==> src/rtl/secuenciador_ctrl.sv <==
// Beam configuration playback sequencer: host loads a word table byte-wise,
// then seq_en replays it as a single pass, in a loop or step by step.
module secuenciador_ctrl #(
    parameter int DEPTH       = 16,
    parameter int STEP_CYCLES = 8
) (
    input  logic        clk,
    input  logic        rst,
    input  logic        seq_en,
    input  logic [1:0]  mode,
    input  logic [7:0]  dato,
    input  logic        wr,
    input  logic        Stb,
    output logic [15:0] theBeanConfig
);

    localparam int IW = (DEPTH > 1) ? $clog2(DEPTH) : 1;
    localparam int LW = $clog2(DEPTH + 1);
    localparam int PW = $clog2(2 * DEPTH + 1);
    localparam int CW = (STEP_CYCLES > 1) ? $clog2(STEP_CYCLES) : 1;

    typedef enum logic [1:0] {
        IDLE,
        RUN,
        STEP
    } state_t;

    logic [15:0]   mem [DEPTH];

    state_t        state_q, state_d;
    logic [IW-1:0] idx_q, idx_d;
    logic [CW-1:0] cnt_q, cnt_d;
    logic [15:0]   out_q, out_d;
    logic [LW-1:0] len_q, len_d;
    logic [PW-1:0] ptr_q, ptr_d;
    logic [1:0]    mode_l_q, mode_l_d;
    logic          seq_en_q, seq_en_d;
    logic          wr_q, wr_d;

    logic          start_ev;
    logic          we;
    logic [IW-1:0] wsel;
    logic [IW-1:0] idx_inc;
    logic          idx_last;

    assign theBeanConfig = out_q;
    assign seq_en_d      = seq_en;
    assign wr_d          = wr;
    assign start_ev      = seq_en & ~seq_en_q;
    assign wsel          = IW'(ptr_q >> 1);
    assign idx_inc       = idx_q + 1'b1;
    assign idx_last      = (LW'(idx_q) == len_q - LW'(1));

    // Byte pointer and table length; LEN is captured while ptr_q still holds the session count
    always_comb begin
        ptr_d = ptr_q;
        we    = 1'b0;
        if (!wr) begin
            ptr_d = '0;
        end else if (Stb && (ptr_q < PW'(2 * DEPTH))) begin
            we    = 1'b1;
            ptr_d = ptr_q + 1'b1;
        end
        len_d = (wr_q && !wr) ? LW'(ptr_q >> 1) : len_q;
    end

    always_comb begin
        state_d  = state_q;
        idx_d    = idx_q;
        cnt_d    = cnt_q;
        out_d    = out_q;
        mode_l_d = mode_l_q;
        if (wr) begin
            state_d = IDLE;
            cnt_d   = '0;
        end else if (mode == 2'b00) begin
            state_d = IDLE;
            cnt_d   = '0;
            out_d   = '0;
        end else begin
            case (state_q)
                IDLE, RUN: begin
                    if (start_ev) begin
                        if (len_d != '0) begin
                            mode_l_d = mode;
                            idx_d    = '0;
                            cnt_d    = '0;
                            out_d    = mem[0];
                            state_d  = (mode == 2'b11) ? STEP : RUN;
                        end
                    end else if (state_q == RUN) begin
                        if (cnt_q == CW'(STEP_CYCLES - 1)) begin
                            cnt_d = '0;
                            if (idx_last) begin
                                if (mode_l_q == 2'b10) begin
                                    idx_d = '0;
                                    out_d = mem[0];
                                end else begin
                                    state_d = IDLE;
                                end
                            end else begin
                                idx_d = idx_inc;
                                out_d = mem[idx_inc];
                            end
                        end else begin
                            cnt_d = cnt_q + 1'b1;
                        end
                    end
                end
                STEP: begin
                    if (mode != 2'b11) begin
                        state_d = IDLE;
                    end else if (start_ev) begin
                        idx_d = idx_last ? '0 : idx_inc;
                        out_d = idx_last ? mem[0] : mem[idx_inc];
                    end
                end
                default: state_d = IDLE;
            endcase
        end
    end

    always_ff @(posedge clk) begin
        if (we) begin
            if (ptr_q[0]) begin
                mem[wsel][7:0] <= dato;
            end else begin
                mem[wsel][15:8] <= dato;
            end
        end
    end

    always_ff @(posedge clk) begin
        if (rst) begin
            state_q  <= IDLE;
            idx_q    <= '0;
            cnt_q    <= '0;
            out_q    <= '0;
            len_q    <= '0;
            ptr_q    <= '0;
            mode_l_q <= '0;
            seq_en_q <= 1'b0;
            wr_q     <= 1'b0;
        end else begin
            state_q  <= state_d;
            idx_q    <= idx_d;
            cnt_q    <= cnt_d;
            out_q    <= out_d;
            len_q    <= len_d;
            ptr_q    <= ptr_d;
            mode_l_q <= mode_l_d;
            seq_en_q <= seq_en_d;
            wr_q     <= wr_d;
        end
    end

endmodule

==> config.mk <==
export PLATFORM = sky130hd
export DESIGN_NAME = secuenciador_ctrl
export DESIGN_NICKNAME = d
export VERILOG_FILES = /design/src/rtl/secuenciador_ctrl.sv
export SDC_FILE = /design/constraint.sdc
export NUM_CORES = 1
export LEC_CHECK = 0
export BUFFER_PORTS_ARGS = -buffer_cell sky130_fd_sc_hd__buf_4
export CAP_MARGIN = 20
export CORE_ASPECT_RATIO = 0.5
export CORE_MARGIN = 3
export CORE_UTILIZATION = 60
export CTS_CLUSTER_DIAMETER = 120
export DETAILED_ROUTE_END_ITERATION = 10
export PLACE_DENSITY = 0.76
export SYNTH_ARGS = -nofsm -noshare
export SYNTH_HDL_FRONTEND = slang
export SYNTH_SLANG_ARGS = --single-unit
==> constraint.sdc <==
create_clock -name clk -period 7.1 [get_ports clk]
set_input_delay 0 -clock clk [delete_from_list [all_inputs] [get_ports clk]]
set_output_delay 0 -clock clk [all_outputs]
set_load 0.01 [all_outputs]
==> impl_metrics.yaml <==
clock_tree:
  clk-insertion-delay-late_ns: 0.52
  cts_tree: "yes"
  clk_pin_slew_ns: 0.07
  root_buffer: "clkbuf_16"
  cts_setup_buffers: 0
  h-tree-depth: 1
  ctsResizeCount: 0
  cts_sinks: 296
  numCtsBuffers: 25
  clockBufferDepth: 3
global_routing:
  overflow: 0
  grt_pass1_vias: 6792
  antenna_found_initial: 0
  track_usage_pct: 24.2
  grt_pass1_wl_mm: 39.6
  grt_max_degree: 66
power:
  p_per_area_mw_per_mm2: 257
  ir_drop_mv: 0.174
  p_leak_nw: 4.43
drt:
  routed_wl_mm: 25.2
  dr.pass1.iters: 9
  first_iter_violations: 652
  wl_per_cell_um: 24.3
  detail-route-antenna-nets: 0
  via_per_inst: 6.41
  drc: 0
  via_count: 6652
synth:
  synth_nets: 746
  yosysTopAreaCell: "edfxtp_1"
  ys_types: 52
  ys_warn_count: 0
  synth_area_mm2: 0.0119
  synthArstFlopShare_pct: 0
  yosysTopAreaCellShare_pct: 64.4
  synth_edf_count: 256
  seq_area_frac_synth_pct: 71.1
  synth_most_common_cell: "edfxtp_1"
  synth_ff_type: "edfxtp_1"
  avgSynthCellArea_um2: 16.5
  ys_top_cells_by_area: "edfxtp_1 (64%), mux4_2 (12%), dfxtp_1 (6.7%), nand2_1 (2.5%), nor2_1 (1.9%)"
  synth_seq_cells: 296
  yosys-top-cells-count: "edfxtp_1 (256), nand2_1 (78), mux4_2 (64)"
  syn_inst: 724
timing:
  hold_viol_final: 0
  min_period_ns: 3.02
  tightest_slew_ns: 1.04
  fin_ws_ns: 4.08
  finalMaxSlewViolations: 0
  final.setup_skew_ns: 0.0113
  slew_headroom_pct: 30.4
  max_freq_mhz: 331
  post-route-period-util_pct: 42.5
  setup_viol_count_final: 0
  rsz0062_at_grt: "false"
  fin_setup_tns_ns: 0
die:
  io_pins: 31
  die_area_mm2: 0.0217
  initial_core_util_pct: 63.0
  fp.dieW_um: 206
  die_h_um: 106
  row_count: 35
  core_area_mm2: 0.0190
cells_and_area:
  num-nets-final: 782
  drive_gt1_share_pct: 19.4
  syn_to_final_growth_pct: 12.1
  multi_input_area_mm2: 0.00326
  antenna_cells: 0
  num-fill-cells: 1139
  regArea_mm2: 0.00849
worst_setup_path:
  critical-path-top-delay-family: "adder cells"
  critPathArrivalTime_ns: 3.42
  crit_path_max_incr_delay_ns: 0.89
  path_depth: 6
  crit_buf_inv: 0
  critPathMaxFanout: 65
  worstSetupStartpointType: "flip-flop"
  endpoint_kind: "flip-flop"
  slowest_stage: "ha_4"
  cp.required_ns: 7.51
  worstPathCellList: "ha_4, mux4_2, nand2_1, nand3_1, and3_1, a221o_1"
  criticalPathCategory: "flip-flop to flip-flop"
  ff2ff_path_depth: 6
placement:
  pre_cts_ws_ns: 4.08
  dp_hpwl_mm: 14.6
  port_buffers: 30
  gp_congestion: 0.767
hold_path:
  min_path_cells: 3
  min_path_type: "input port to flip-flop"
job:
  drv_cap: 0
status:
  status: "finished clean"
[through the flow]
step	util, %	hold slack [ns]	cell area (µm²)	power [mW]	instances
after global placement	65.2	0.245	12400	2.01	977
after global routing	70.6	0.333	13400	3.53	1038
after detailed placement	65.2	0.246	12400	2.02	977
after CTS	70.6	0.303	13400	3.45	1038
final	70.6	0.315	13400	3.44	1038
after floorplan	-	0.0989	11900	1.97	724
[cell families (layout without fill, tap and decap cells)]
family	after synthesis	count (layout)	synth area share, %
AOI/OAI and AO/OA	46	46	3.01
xor gates and xnor gates	11	11	0.807
adders and majority gates	7	7	0.733
buffers and inverters	50	105	1.89
DFF	296	296	71.1
muxes	74	74	12.9
and+or+nand+nor	240	240	9.57
[per-layer routing]
| layer | wire (µm) | vias to the layer above | GRT usage [%] |
|---|---|---|---|
| li1 | - | 2878 | - |
| met1 | 10700 | 3400 | 36.5 |
| met2 | 11700 | 326 | 37.2 |
| met3 | 2070 | 48 | 4.10 |
| met4 | 643 | 0 | 6.67 |
| met5 | 0 | - | 0 |
[layout make-up]
cell class | instances | share of cell area, %
inverters | 9 | 0.252
multi-input cells | 378 | 24.3
flip-flops and latches | 296 | 63.4
clock inverters | 11 | 1.38
clock buffers | 35 | 5.10
repair buffers | 50 | 3.08
well taps | 259 | 2.42
[timing repair]
item / CTS / global route
setup endpoints to repair: 0 / 0
hold buffers: 15 / 0
hold endpoints to repair: 280 / 0
[worst min-delay path, stage by stage]
cell,delay [ns]
dlygate4sd3_1,0.52
buf_4,0.21
a21oi_1,0.06
[worst paths after layout]
check             slack, ns                end   startpoint
setup / recovery       4.08  theBeanConfig[10]     idx_q[0]
hold / removal         0.31           idx_q[0]          rst
setup reg to reg       4.08  theBeanConfig[10]     idx_q[0]
hold reg to reg        0.49        mode_l_q[1]  mode_l_q[1]
[power by group]
part           leakage, nW  switching [mW]  internal, mW
clock                0.422           0.599         0.857
combinational         1.38          0.0546        0.0303
sequential            2.63         0.00619          1.89
[placed cells by master (no fill, tap or decap), types with 6 or more instances in the layout]
master	count
clkbuf_16	25
xor2_1	6
inv_1	8
nor2_1	59
nand3_1	37
clkbuf_1	8
mux2i_1	10
dlygate4sd3_1	15
buf_4	35
nand2b_1	8
and3_1	19
nand2_1	78
dfxtp_1	39
ha_1	6
a21oi_1	11
mux4_2	64
a221o_1	16
nor3_1	6
edfxtp_1	256
nor2b_1	7
[registers in the layout (all words and copies together), names as in the netlist, 2 cells and up]
name           flops
cnt_q              3
idx_q              4
len_q              5
mem              256
mode_l_q           2
ptr_q              6
state_q            2
theBeanConfig     16
(Power assumes the default switching activity.)
